$ cat src/rtl/ws_pixel_rx.sv
// ws_pixel_rx: single-wire LED-strip pixel receiver and frame decoder; define WS_RX_RGB_EN to present pixels as {R,G,B}
module ws_pixel_rx #(
  parameter int NUM_PIX    = 61,
  parameter int BIT_THRESH = 30,
  parameter int MAX_HIGH   = 75,
  parameter int RESET_CYC  = 2500,
  parameter int CNT_W      = 12
) (
  input  logic        clk,
  input  logic        reset,
  input  logic        din,
  output logic [23:0] pix_data,
  output logic [5:0]  pix_addr,
  output logic        pix_valid,
  output logic        frame_done,
  output logic [6:0]  frame_len,
  output logic        err
);
  localparam logic [CNT_W-1:0] ONE  = CNT_W'(1);
  localparam logic [CNT_W-1:0] THR  = CNT_W'(BIT_THRESH);
  localparam logic [CNT_W-1:0] MAXH = CNT_W'(MAX_HIGH);
  localparam logic [CNT_W-1:0] GAP  = CNT_W'(RESET_CYC);
  localparam logic [6:0]       NP   = 7'(NUM_PIX);
  typedef enum logic [1:0] {SYNC, READY, LOW, HIGH} state_t;
  state_t state, state_n;
  logic s1, s2, s3, rise, fall, take, take_n, pix_valid_n, frame_done_n, err_n;
  logic [CNT_W-1:0] cnt, cnt_n, cnt_inc;
  logic [4:0] bit_cnt, bit_cnt_n;
  logic [23:0] shreg, shreg_n, pix_word, pix_data_n;
  logic [6:0] idx, idx_n, frame_len_n;
  logic [5:0] pix_addr_n;
  assign rise = s2 & ~s3;
  assign fall = ~s2 & s3;
  assign cnt_inc = &cnt ? cnt : cnt + ONE;
`ifdef WS_RX_RGB_EN
  assign pix_word = {shreg[15:8], shreg[23:16], shreg[7:0]};
`else
  assign pix_word = shreg;
`endif
  always_ff @(posedge clk)
    if (reset) begin
      {s1, s2, s3} <= '0;
      state <= SYNC;
      cnt <= '0;
      bit_cnt <= '0;
      shreg <= '0;
      idx <= '0;
      take <= 1'b0;
      pix_data <= '0;
      pix_addr <= '0;
      pix_valid <= 1'b0;
      frame_done <= 1'b0;
      frame_len <= '0;
      err <= 1'b0;
    end else begin
      {s1, s2, s3} <= {din, s1, s2};
      state <= state_n;
      cnt <= cnt_n;
      bit_cnt <= bit_cnt_n;
      shreg <= shreg_n;
      idx <= idx_n;
      take <= take_n;
      pix_data <= pix_data_n;
      pix_addr <= pix_addr_n;
      pix_valid <= pix_valid_n;
      frame_done <= frame_done_n;
      frame_len <= frame_len_n;
      err <= err_n;
    end
  always_comb begin
    state_n = state;
    cnt_n = cnt_inc;
    bit_cnt_n = bit_cnt == 5'd24 ? '0 : bit_cnt;
    shreg_n = shreg;
    take_n = bit_cnt == 5'd24;
    pix_valid_n = take && idx < NP;
    idx_n = pix_valid_n ? idx + 7'd1 : idx;
    pix_data_n = pix_valid_n ? pix_word : pix_data;
    pix_addr_n = pix_valid_n ? idx[5:0] : pix_addr;
    err_n = take && idx >= NP;
    frame_done_n = 1'b0;
    frame_len_n = frame_len;
    case (state)
      SYNC: begin
        cnt_n = s2 ? '0 : cnt_inc;
        state_n = !s2 && cnt_inc == GAP ? READY : SYNC;
      end
      READY: begin
        state_n = rise ? HIGH : READY;
        cnt_n = rise ? ONE : cnt_inc;
      end
      LOW: begin
        if (cnt_inc == GAP) begin
          state_n = READY;
          frame_done_n = 1'b1;
          frame_len_n = idx;
          err_n = err_n | (bit_cnt != 5'd0);
          bit_cnt_n = '0;
          idx_n = '0;
          pix_addr_n = '0;
        end
        if (rise) begin
          state_n = HIGH;
          cnt_n = ONE;
        end
      end
      HIGH: begin
        if (fall) begin
          shreg_n = {shreg[22:0], cnt > THR};
          bit_cnt_n = bit_cnt + 5'd1;
          state_n = LOW;
          cnt_n = ONE;
        end else if (cnt_inc > MAXH) begin
          err_n = 1'b1;
          bit_cnt_n = '0;
          idx_n = '0;
          state_n = SYNC;
          cnt_n = '0;
        end
      end
    endcase
  end
endmodule

$ cat config.mk
export PLATFORM = sky130hd
export DESIGN_NAME = ws_pixel_rx
export DESIGN_NICKNAME = d
export VERILOG_FILES = /design/src/rtl/ws_pixel_rx.sv
export SDC_FILE = /design/constraint.sdc
export NUM_CORES = 1
export LEC_CHECK = 0
export BUFFER_PORTS_ARGS = -buffer_cell sky130_fd_sc_hd__clkbuf_2
export CAP_MARGIN = 20
export CELL_PAD_IN_SITES_DETAIL_PLACEMENT = 1
export CELL_PAD_IN_SITES_GLOBAL_PLACEMENT = 1
export CORE_AREA = 5 5 124 126
export DETAILED_ROUTE_END_ITERATION = 10
export DIE_AREA = 0 0 129 131
export GPL_TIMING_DRIVEN = 0
export PLACE_DENSITY = 0.66
export SLEW_MARGIN = 20
export SYNTH_ARGS = -nofsm -noshare
export SYNTH_HDL_FRONTEND = slang
export SYNTH_SLANG_ARGS = --single-unit
$ cat constraint.sdc
create_clock -name clk -period 4.1 [get_ports clk]
set_clock_uncertainty 0.1 [all_clocks]
set_input_delay 0.82 -clock clk [delete_from_list [all_inputs] [get_ports clk]]
set_output_delay 0.82 -clock clk [all_outputs]
set_load 0.005 [all_outputs]
==> flow_summary.json <==
{
  "yosysWarningCount": 0,
  "cp-end-kind": "flop",
  "use_met3_pct": 2.52,
  "drive_gt1_share_pct": 13.9,
  "critPathMaxFanout": 10,
  "final_nets": 576,
  "viasPerCell": 4.92,
  "cpPeakStageDelay_ns": 0.64,
  "dp.final_hpwl_mm": 8.35,
  "grtUsageMet2_pct": 22.9,
  "grt_overflow_total": 0,
  "postCtsHoldBufs": 0,
  "outcome": "finished clean",
  "die_area_um2": 16900,
  "antenna_left": 0,
  "die_w_um": 129,
  "crit_buf_inv": 1,
  "antenna_found_initial": 0,
  "place_congestion": 0.797,
  "grt_pass1_wl_mm": 19.0,
  "crit_path_start": "cnt[1]",
  "slowest_stage": "a221oi_2",
  "finalSetupViolations": 0,
  "yosysSeqAreaShare_pct": 45.6,
  "fmax_ghz": 0.311,
  "syn2layout_area_growth_pct": 17.8,
  "wirelength_mm": 11.3,
  "layout.cells.most_common": "nand2_1",
  "critPathMostFrequentCell": "a21oi_1",
  "io_buffers": 42,
  "critical-path-top-delay-family": "compound AO/OA/AOI/OAI gates",
  "cp.required_ns": 4.20,
  "worst_slew_pin_slew_ns": 0.822,
  "cts_tree": "yes",
  "grt_use_met1_pct": 18.6,
  "fin_util_pct": 34.2,
  "cts_root_buf": "clkbuf_16",
  "post_cts_resized": 0,
  "syn_nets": 523,
  "ioPinCount": 43,
  "clockBufferDepth": 2,
  "cap_violations": 0,
  "via_count": 3702,
  "ff2ff_path_depth": 9,
  "slew_headroom_pct": 45.0,
  "antenna_cells": 0,
  "synth_edf_count": 0,
  "postCtsSetupBuffers": 0,
  "crit_path_start_kind": "flop",
  "drtIter0Drc": 195,
  "tns_ns": 0,
  "timing.rr.start": "cnt[1]",
  "synthesis.area_um2": 4130,
  "drt_pre_antenna_iters": 4,
  "yosysUniqueCellTypes": 54,
  "grt_usage_pct": 14.1,
  "drc": 0,
  "finalHoldViolCount": 0,
  "die_y_um": 131,
  "num_rows": 44,
  "worst-path-stages": 9,
  "clkSlewWorstSetupHoldPaths_ns": 0.06,
  "p_total_mw": 1.81,
  "holdPathStages": 1,
  "initial_utilization_pct": 29.1,
  "first_global_vias": 3881,
  "dp.cells": 737,
  "syn_inst": 511,
  "synthFlopType": "dfxtp_1",
  "yosys_register_bits": 94,
  "ir_worst_vdd_mv": 0.201,
  "grt_max_degree": 17,
  "clock-sinks": 94,
  "post-route-min-period_ns": 3.22,
  "crit_chain": "ha_1, buf_4, nand4_1, or4_1, a21oi_1, a211o_1, a21oi_1, a221oi_2, a2111oi_0",
  "cts_made_buffers": 9,
  "cp.arrival_ns": 3.31,
  "maxSlewViolCount": 0,
  "synthArstFlopShare_pct": 0,
  "synthesis.area_per_instance_um2": 8.08,
  "core_area_um2": 14200,
  "avgRoutedWirePerCell_um": 14.9,
  "instances_no_fill": 753,
  "holdCritPathClass": "flop to flop",
  "hold_path.startpoint": "s1",
  "htree_levels": 3,
  "clk_latency_ns": 0.35,
  "grt-busiest-layer": "met2",
  "period_share_pct": 78.5,
  "mostFrequentLayoutCells": "nand2_1 (125), dfxtp_1 (94), a21oi_1 (64)",
  "p_leak_nw": 1.70,
  "fillers": 1764,
  "crit_type": "flop to flop",
  "power.density_nw_per_um2": 372,
  "rsz0062_at_grt": "no"
}
==> cell usage after synthesis (3+ instances only) <==
cell      number  area [µm²]
a211oi_1       5        37.5
a21oi_1       64         320
a31oi_1        3        18.8
and2_1         4        25.0
and4_1         3        26.3
buf_2          7        35.0
clkbuf_1      21        78.8
dfxtp_1       94        1880
ha_1           9         113
inv_1         12        45.0
mux2i_1        9        90.1
nand2_1      125         469
nand3_1       10        50.1
nand4_1       10        62.6
nand4b_1       3        26.3
nor2_1        30         113
nor2b_1        9        56.3
nor3_1        16        80.1
nor4_1         5        31.3
o21a_1         4        30.0
o21ai_0       13        65.1
o31ai_1        5        37.5
xnor2_1        6        52.6
xor2_1         3        26.3
==> stage by stage <==
step	hold slack, ns	area (µm²)	worst slack [ns]
global route	0.382	4860	0.574
global placement	0.321	4570	0.976
CTS	0.354	4860	0.900
finish	0.345	4860	0.882
detailed placement	0.338	4570	0.914
floorplan	0.314	4130	1.49
==> path summary, 6_finish.rpt <==
path / end / slack, ns
worst max-delay path: idx[1] / 0.88
worst min-delay path: s2 / 0.34
worst max register to register: idx[1] / 0.88
worst min register to register: s2 / 0.34
==> where the power goes <==
part	internal (mW)	total [mW]	leakage, nW	switching (mW)
clock network	0.477	0.847	0.148	0.369
registers	0.916	0.921	0.758	0.00508
logic	0.0116	0.0413	0.797	0.0297
==> metal layers <==
metal / vias to the layer above / wire length (µm)
met5: - / 0
met4: 0 / 189
met3: 12 / 308
met2: 48 / 5180
met1: 1775 / 5570
li1: 1867 / -
==> cell families after synthesis <==
| family | Yosys count | share of synthesized area, % |
|---|---|---|
| simple gates | 234 | 26.5 |
| compound gates | 112 | 16.3 |
| flops | 94 | 45.6 |
| buf+inv | 44 | 4.76 |
| xor+xnor | 9 | 1.91 |
| mux | 9 | 2.18 |
| fa+ha+maj | 9 | 2.73 |
==> area by class of cell <==
type	count	area [µm²]	share of cell area, %
multi-input combinational	373	2050	42.2
sequential	94	1880	38.7
tap	184	230	4.73
clock buffer	10	229	4.71
timing repair buffer	42	210	4.32
buffer	32	151	3.11
clock inverter	6	66.3	1.36
inverter	12	45.0	0.926
==> flip-flops by register name (all words and copies together), names as in the netlist, 2 cells and up <==
register	flops
bit_cnt	5
cnt	12
frame_len	7
idx	7
pix_addr	6
pix_data	24
pix_word	24
state	2
Note: power is estimated with default switching activity, not from simulation.
